[config.mk]
export PLATFORM = sky130hd
export DESIGN_NAME = vend_txn
export DESIGN_NICKNAME = d
export VERILOG_FILES = /design/src/rtl/vend_txn.sv
export SDC_FILE = /design/constraint.sdc
export NUM_CORES = 1
export LEC_CHECK = 0
export BUFFER_PORTS_ARGS = -buffer_cell sky130_fd_sc_hd__buf_2
export CAP_MARGIN = 25
export CORE_UTILIZATION = 45
export CTS_CLUSTER_SIZE = 16
export DETAILED_ROUTE_END_ITERATION = 8
export PLACE_DENSITY = 0.66
export SLEW_MARGIN = 20
export SYNTH_ARGS = -nofsm -noshare
export SYNTH_HDL_FRONTEND = slang
export SYNTH_SLANG_ARGS = --single-unit
[constraint.sdc]
create_clock -name clk -period 10.5 [get_ports clk]
set_input_delay 2.1 -clock clk [delete_from_list [all_inputs] [get_ports clk]]
set_output_delay 2.1 -clock clk [all_outputs]
set_load 0.01 [all_outputs]
[src/rtl/vend_txn.sv]
// ---------------------------------------------------------------------------
// vend_txn - vending machine transaction controller
//
// Accumulates coin credit, checks purchase requests against a per-channel
// price table (cost = unit price * quantity, compared at full 2*DW width),
// issues a one-cycle dispense pulse and then pays out change in chunks of
// at most COIN_MAX over a valid/ready handshake.
//
// Handshake (change dispenser): change_valid/change_value are offered by this
// block and held stable until the cycle in which change_ready is high while
// change_valid is high; that edge is the transfer. change_ready is ignored
// while change_valid is low.
//
// States: IDLE (credit 0), COLLECT (credit > 0), VEND (dispense pulse cycle),
// CHANGE (paying out). All outputs are registered.
//
// Optional feature: define VEND_CANCEL_EN to add the cancel input and the
// refund path (cancel in COLLECT moves credit into change payout).
//
// Ports:
//   clk, rst_n               clock (rising edge), async active-low reset
//   coin_valid, coin_value   coin inserted this cycle and its amount
//   sel_valid, sel_idx,      purchase request: channel and quantity
//   sel_count
//   price_table              unit price of channel i at [i*DW +: DW]
//   cancel                   refund request (VEND_CANCEL_EN only)
//   change_ready             change dispenser accepts the offered chunk
//   credit                   current credit
//   busy                     state is VEND or CHANGE
//   vend_valid, vend_idx,    one-cycle dispense pulse with channel/quantity
//   vend_count
//   change_valid,            change chunk offered and its amount
//   change_value
//   short_pulse              one-cycle pulse: purchase refused
//   coin_reject              one-cycle pulse: coin refused
// ---------------------------------------------------------------------------
module vend_txn #(
  parameter int DW       = 8,
  parameter int NPROD    = 4,
  parameter int COIN_MAX = 50,
  localparam int IW      = $clog2(NPROD)
) (
  input  logic                clk,
  input  logic                rst_n,
  input  logic                coin_valid,
  input  logic [DW-1:0]       coin_value,
  input  logic                sel_valid,
  input  logic [IW-1:0]       sel_idx,
  input  logic [DW-1:0]       sel_count,
  input  logic [NPROD*DW-1:0] price_table,
`ifdef VEND_CANCEL_EN
  input  logic                cancel,
`endif
  input  logic                change_ready,
  output logic [DW-1:0]       credit,
  output logic                busy,
  output logic                vend_valid,
  output logic [IW-1:0]       vend_idx,
  output logic [DW-1:0]       vend_count,
  output logic                change_valid,
  output logic [DW-1:0]       change_value,
  output logic                short_pulse,
  output logic                coin_reject
);

  typedef enum logic [1:0] {
    S_IDLE    = 2'd0,
    S_COLLECT = 2'd1,
    S_VEND    = 2'd2,
    S_CHANGE  = 2'd3
  } state_t;

  localparam logic [DW-1:0] COIN_CAP = DW'(COIN_MAX);

  state_t          state, state_d;
  logic [DW-1:0]   remaining, remaining_d;
  logic [DW-1:0]   credit_d, vend_count_d, change_value_d;
  logic [IW-1:0]   vend_idx_d;
  logic            busy_d, vend_valid_d, change_valid_d, short_d, reject_d;

  logic [DW-1:0]   price_sel;
  logic            idx_ok;
  logic [DW:0]     coin_sum;
  logic [DW-1:0]   eff;
  logic [2*DW-1:0] cost;
  logic            afford;
  logic [DW-1:0]   rem_after;

  function automatic logic [DW-1:0] chunk(input logic [DW-1:0] amt);
    return (amt > COIN_CAP) ? COIN_CAP : amt;
  endfunction

  // Price lookup; idx_ok stays low for a channel number with no table entry.
  always_comb begin
    price_sel = '0;
    idx_ok    = 1'b0;
    for (int i = 0; i < NPROD; i++) begin
      if (int'(sel_idx) == i) begin
        price_sel = price_table[i*DW +: DW];
        idx_ok    = 1'b1;
      end
    end
  end

  // Effective credit counts a same-cycle coin first, saturating at all-ones.
  assign coin_sum  = {1'b0, credit} + {1'b0, coin_value};
  assign eff       = coin_valid ? (coin_sum[DW] ? '1 : coin_sum[DW-1:0]) : credit;
  assign cost      = {{DW{1'b0}}, price_sel} * {{DW{1'b0}}, sel_count};
  assign afford    = idx_ok && (sel_count != '0) && ({{DW{1'b0}}, eff} >= cost);
  assign rem_after = remaining - change_value;

  always_comb begin
    state_d        = state;
    credit_d       = credit;
    remaining_d    = remaining;
    vend_valid_d   = 1'b0;
    vend_idx_d     = vend_idx;
    vend_count_d   = vend_count;
    change_valid_d = 1'b0;
    change_value_d = '0;
    short_d        = 1'b0;
    reject_d       = 1'b0;
    case (state)
      S_IDLE, S_COLLECT: begin
`ifdef VEND_CANCEL_EN
        if (cancel) begin
          // Refund wins over coins and selections; a coin this cycle bounces.
          reject_d = coin_valid;
          if (credit != '0) begin
            remaining_d    = credit;
            credit_d       = '0;
            state_d        = S_CHANGE;
            change_valid_d = 1'b1;
            change_value_d = chunk(credit);
          end
        end else
`endif
        if (sel_valid && afford) begin
          // cost <= eff here, so the low DW bits hold the whole cost.
          remaining_d  = eff - cost[DW-1:0];
          credit_d     = '0;
          state_d      = S_VEND;
          vend_valid_d = 1'b1;
          vend_idx_d   = sel_idx;
          vend_count_d = sel_count;
        end else begin
          short_d  = sel_valid;
          credit_d = eff;
          state_d  = (eff == '0) ? S_IDLE : S_COLLECT;
        end
      end
      S_VEND: begin
        reject_d = coin_valid;
        if (remaining != '0) begin
          state_d        = S_CHANGE;
          change_valid_d = 1'b1;
          change_value_d = chunk(remaining);
        end else begin
          state_d = S_IDLE;
        end
      end
      S_CHANGE: begin
        reject_d       = coin_valid;
        change_valid_d = 1'b1;
        change_value_d = change_value;
        if (change_ready) begin
          remaining_d = rem_after;
          if (rem_after == '0) begin
            state_d        = S_IDLE;
            change_valid_d = 1'b0;
            change_value_d = '0;
          end else begin
            change_value_d = chunk(rem_after);
          end
        end
      end
      default: state_d = S_IDLE;
    endcase
    busy_d = (state_d == S_VEND) || (state_d == S_CHANGE);
  end

  always_ff @(posedge clk or negedge rst_n) begin
    if (!rst_n) begin
      state        <= S_IDLE;
      credit       <= '0;
      remaining    <= '0;
      busy         <= 1'b0;
      vend_valid   <= 1'b0;
      vend_idx     <= '0;
      vend_count   <= '0;
      change_valid <= 1'b0;
      change_value <= '0;
      short_pulse  <= 1'b0;
      coin_reject  <= 1'b0;
    end else begin
      state        <= state_d;
      credit       <= credit_d;
      remaining    <= remaining_d;
      busy         <= busy_d;
      vend_valid   <= vend_valid_d;
      vend_idx     <= vend_idx_d;
      vend_count   <= vend_count_d;
      change_valid <= change_valid_d;
      change_value <= change_value_d;
      short_pulse  <= short_d;
      coin_reject  <= reject_d;
    end
  end

endmodule

==> flow_summary.toml, run 1 <==
[run_status]
status = "finished, violations left"
violations = "design-rule violations"

[clocking]
ctsRootBufferMaster = "clkbuf_16"
cts_buffer_depth = 2
numCtsBuffers = 5
ctsHoldBuffers = 0
postCtsSetupRepairBufs = 0
clk_pin_slew_ps = 60
clkLatencyLatePin_ps = 290
clock_sinks = 41
tritoncts = "yes"
post_cts_resized = 0
cts-htree-levels = 2

[setup_path]
crit_arrival_ps = 7760
rrSetupSlack_ps = 5540
worst-setup-path-type = "primary input to flip-flop"
r2r-start = "credit[0]"
critPathLaunch = "sel_idx[0]"
worstRegToRegCells = 16
end_kind = "flip-flop"
critPathCapture = "remaining[5]"
cp.required_ps = 10660
cp_max_fo = 9
reg2reg_to = "vend_count[1]"
critPathLaunchType = "primary input"

[floorplan]
rows = 39
die_h_microns = 111.6
start_util_pct = 46.71
coreArea_sq_mm = 0.01156
dieArea_sq_mm = 0.01245
pin_count = 86
die_w_microns = 111.6

[synthesis]
synth_top_cell_area_share_pct = 18.99
syn_avg_cell_area_sq_um = 9.217
synth-warning-count = 0
synth_async_sr_flop_share_pct = 100.0
ys_types = 72
synth_edf_count = 0
synth_top_area_cell = "dfrtp_1"
syn_nets = 739
netlist_instances = 586
synth.yosys.seq_area_share_pct = 18.99
synth_area_sq_mm = 0.005401
synth_seq_cells = 41
synth_ff_type = "dfrtp_1"
yosys-top-cells-area = "dfrtp_1 19%, fa_1 14%, ha_1 14%"

[pwr]
p_per_area_mw_per_mm2 = 309.4
p_leak_nw = 2.979
ir_drop_v = 0.0001490

[hold_path]
min_path_type = "flip-flop to flip-flop"

[sta]
finalCritPeriodShare_pct = 72.38
tightestPinTransition_ps = 656.0
period_minus_slack_ps = 7600
hold_violations = 0
whs_ps = 500.8
setup_violations = 0
tns_ps = 0
max_slew_margin_pct = 56.11
timing.fmax_ghz = 0.1316
drv_slew = 0
rsz0062_at_grt = "false"
fin_skew_ps = 8.821
finalWorstSetupSlack_ps = 2900

[layout]
fin_nets = 818
fin_cells = 809
n_antenna_cell = 0
seq_area_sq_mm = 0.001026
nFillCells = 1063
drive_above_1_share_pct = 19.52
multi_input_area_sq_mm = 0.004045
areaGrowthSynthToFinish_pct = 13.41

[global_route]
grt_pass1_wl_mm = 22.13
grt_pass1_vias = 4676
grt_overflow = 0
grtUsageTotal_pct = 21.63
antenna_found_initial = 0
grt_max_degree = 42

[route]
drtPass1Iterations = 7
wl_mm = 13.06
drt_first_iter_violations = 253
drc = 8
antenna_left = 0
avgViaCountPerCell = 5.803
vias = 4695
avgRoutedWirePerCell_microns = 16.14

[placed_design]
dp_hpwl_mm = 10.84
io_buffers = 85
placed_cells = 800
gp_congestion = 0.8838
dp_slack_ps = 2604

[flow_run]
maxCapViolCount = 0
[worst max-delay path, cell delays in order]
cell and delay (ps):
buf_2 250, mux4_2 640, and2_1 220, fa_1 450, fa_1 540, inv_1 50, fa_1 460, fa_1 540
inv_1 40, ha_1 350, xor2_1 190, ha_1 350, nand4_1 90, o21ai_0 180, a31oi_1 80, nor2_1 160
or4b_1 630, o32ai_1 340, a21oi_1 80
[registers in the layout, indices dropped and copies added, names as in the netlist]
name	count
state	2
remaining	8
short_pulse	1
vend_idx	2
change_value	8
vend_count	8
busy	1
vend_valid	1
credit	8
coin_reject	1
change_valid	1
[power breakdown]
part	internal, mW	switching (mW)
Clock	0.113	0.0646
Combinational	0.596	0.844
Sequential	0.212	0.0658
[cell type report]
| cell class | instances | share of cell area, % |
|---|---|---|
| clock buffer | 6 | 2.104 |
| clock inverter | 2 | 0.6332 |
| inverter | 70 | 4.289 |
| multi-input combinational | 461 | 66.03 |
| sequential | 41 | 16.75 |
| tap | 143 | 2.921 |
| timing repair buffer | 86 | 7.271 |
[layer usage]
layer | up-vias | part of all wire (%) | GRT usage (%) | routed length [microns]
met5 | - | 0 | 0 | 0
met4 | 0 | 1.5 | 5.405 | 193
met3 | 21 | 3.4 | 2.341 | 443
met2 | 126 | 51 | 39.13 | 6655
met1 | 2291 | 44 | 27.54 | 5765
li1 | 2257 | - | - | -
[how the worst min path moves through the flow]
stage	slack, ps	cells after the start	to	startpoint
finish	500	1	vend_count[5]	vend_count[5]
CTS	500	1	vend_count[5]	vend_count[5]
global route	510	1	vend_count[2]	vend_count[2]
global placement	490	1	vend_count[5]	vend_count[5]
floorplan	500	3	short_pulse	state[1]
detailed placement	490	1	vend_count[5]	vend_count[5]
[logic make-up after synthesis]
group / share of synthesized area [%]
multiplexers: 6.555
AO/OA/AOI/OAI: 18.46
buffers and inverters: 6.115
AND/OR/NAND/NOR: 18.35
flip-flops: 18.99
adder cells (fa/ha/maj): 28.12
XOR/XNOR: 3.405
[per-stage QoR]
stage | area [sq um] | utilization (%) | power (mW)
detailed placement | 5938 | 51.35 | 1.710
finish | 6126 | 52.97 | 1.895
CTS | 6106 | 52.80 | 1.899
global placement | 5938 | 51.35 | 1.696
floorplan | 5401 | - | 1.380
global route | 6126 | 52.97 | 2.077
[cell usage after synthesis, drive strengths merged (9+ instances only)]
cell type	instances
a21o	9
a21oi	25
and2	55
dfrtp	41
fa	39
ha	59
inv	70
mux2	13
nand2	38
nor2	31
nor3	11
o211ai	9
o21ai	29
xnor2	11
xor2	10
[cell usage in the layout (no fill, tap or decap), drive strengths merged, types with 11 or more instances in the layout]
| cell type | netlist | layout |
|---|---|---|
| dfrtp | 41 | 41 |
| a21oi | 25 | 25 |
| o21ai | 29 | 29 |
| xnor2 | 11 | 11 |
| nand2 | 38 | 38 |
| nor3 | 11 | 11 |
| inv | 70 | 70 |
| mux2 | 13 | 13 |
| fa | 39 | 39 |
| ha | 59 | 59 |
| buf | 8 | 86 |
| and2 | 55 | 55 |
| nor2 | 31 | 31 |
(Power assumes the default switching activity.)
==> run 2, diff against run 1 <==
- PLACE_DENSITY: 0.66 -> 0.68
- clock period: 10.5 -> 6.23 ns (I/O delays scaled with it)
==> run 2 against run 1 <==
The run still ends with design-rule violations left. Setup slack got worse by 2800 ps. Critical path type unchanged. Die area did not move. Clock skew fell by 2.2 ps. Core utilization up 6.6 points. Largest power group unchanged. First-iteration DRC count shrank 14%.
==> flow_summary.toml, run 2 (synthesis gave the netlist of run 1 again) <==
[route]
wl_met1_mm = 6.008
routed-wl-met2_mm = 7.300
vias = 4938
drtPass1Iterations = 7
avgViaCountPerCell = 5.696
wl_mm = 13.97
antenna_left = 0
highest_layer = "met4"
drc = 6
avgRoutedWirePerCell_microns = 16.11
met3_wirelength_microns = 479
drt_first_iter_violations = 218

[clocking]
clk_pin_slew_ps = 60
tritoncts = "yes"
numCtsBuffers = 5
clkLatencyLatePin_ps = 290
cts-htree-levels = 2
cts_buffer_depth = 2
ctsRootBufferMaster = "clkbuf_16"
clock_sinks = 41

[layout]
fin_nets = 876
multi_input_area_sq_mm = 0.004350
nFillCells = 1010
n_antenna_cell = 0
drive_above_1_share_pct = 33.29
areaGrowthSynthToFinish_pct = 27.50
layout_commonest_cell = "buf_2"
final_util_pct = 59.55
final_cell_mix = "84 x buf_2, 68 x inv_1, 56 x buf_4"
seq_area_sq_mm = 0.001026

[sta]
period_minus_slack_ps = 6109
rsz0062_at_grt = "true"
tightestPinTransition_ps = 914.4
setup_violations = 0
fin_skew_ps = 6.604
max_slew_margin_pct = 39.04
tns_ps = 0
hold_violations = 0
timing.fmax_ghz = 0.1637
finalCritPeriodShare_pct = 98.05
drv_slew = 0

[setup_path]
cp.required_ps = 6400
end_kind = "flip-flop"
critPathLaunch = "sel_idx[0]"
critPathLaunchType = "primary input"
worstRegToRegCells = 18
reg2reg_to = "vend_count[3]"
rrSetupSlack_ps = 1420
cp_max_fo = 9
worst-setup-path-type = "primary input to flip-flop"
critPathCapture = "vend_count[3]"
crit_arrival_ps = 6280
r2r-start = "credit[0]"

[global_route]
grt_overflow = 0
grtUsageTotal_pct = 22.69
grt_pass1_vias = 4959
grt_pass1_wl_mm = 23.17
grt_max_degree = 42
antenna_found_initial = 0

[hold_path]
min_path_type = "flip-flop to flip-flop"

[floorplan]
rows = 39
die_h_microns = 111.6
coreArea_sq_mm = 0.01156
start_util_pct = 46.71
pin_count = 86
die_w_microns = 111.6
dieArea_sq_mm = 0.01245

[pwr]
p_leak_nw = 3.305
p_per_area_mw_per_mm2 = 594.7
fin_total_pwr_mw = 4.095
ir_drop_v = 0.0003145

[run_status]
violations = "design-rule violations"
status = "finished, violations left"

[placed_design]
dp_hpwl_mm = 11.46
gp_congestion = 0.9181
io_buffers = 85

[flow_run]
maxCapViolCount = 0
run 2: report_power, final:
part           total, mW  internal, mW  leakage [nW]  switching (mW)
registers          0.471         0.357         0.511           0.113
logic               3.32          1.59          2.71            1.73
clock network      0.308         0.200        0.0831           0.108
total               4.10          2.14          3.30            1.95
run 2: repair_timing:
action / CTS / global route
pin swaps: 0 / 33
endpoints found under the setup margin: 26 / 31
setup buffers: 0 / 7
gates cloned: 0 / 1
gates resized for setup: 2 / 33
hold buffers: 0 / 0
run 2: worst min-delay path by stage:
| stage | startpoint | to | slack (ps) | cells past startpoint |
|---|---|---|---|---|
| final | vend_count[3] | vend_count[3] | 510 | 1 |
| after global routing | vend_count[5] | vend_count[5] | 520 | 1 |
| after CTS | vend_idx[1] | vend_idx[1] | 510 | 1 |
| after detailed placement | vend_idx[1] | vend_idx[1] | 490 | 1 |
| after global placement | vend_idx[1] | vend_idx[1] | 490 | 1 |
| after floorplan | state[1] | short_pulse | 500 | 3 |
run 2: critical path, stage by stage:
cell	delay, ps
buf_12	100
mux4_2	540
and2_1	200
fa_1	450
fa_1	490
ha_1	300
inv_1	50
fa_1	530
inv_1	70
ha_4	270
xnor2_1	240
ha_1	310
or2_2	320
a31oi_2	230
nor2_2	70
buf_4	130
nor4b_4	130
buf_12	130
nand2_4	120
mux2_2	340
run 2: metrics by stage:
step | hold slack [ps] | setup slack, ps | instance area (sq um) | instances
floorplan | 500.7 | 2.686 | 5565 | 586
global placement | 486.2 | -361.4 | 6472 | 851
detailed placement | 491.3 | -463.6 | 6472 | 851
CTS | 505.9 | 6.944 | 6655 | 859
global route | 524.7 | -12.80 | 6887 | 867
finish | 505.0 | 121.4 | 6887 | 867
run 2: routing by layer:
layer	track usage, %	vias to the layer above
met1	27.61	2409
met3	2.667	19
li1	-	2378
met2	42.88	132
met4	4.685	0
met5	0	-
run 2: final cells by class:
| cell class | count | area share [%] |
|---|---|---|
| repair buffers | 143 | 12.95 |
| flip-flops and latches | 41 | 14.90 |
| clock inverters | 2 | 0.5451 |
| inverters | 70 | 3.815 |
| multi-input cells | 462 | 63.17 |
| well taps | 143 | 2.598 |
| clock buffers | 6 | 2.017 |
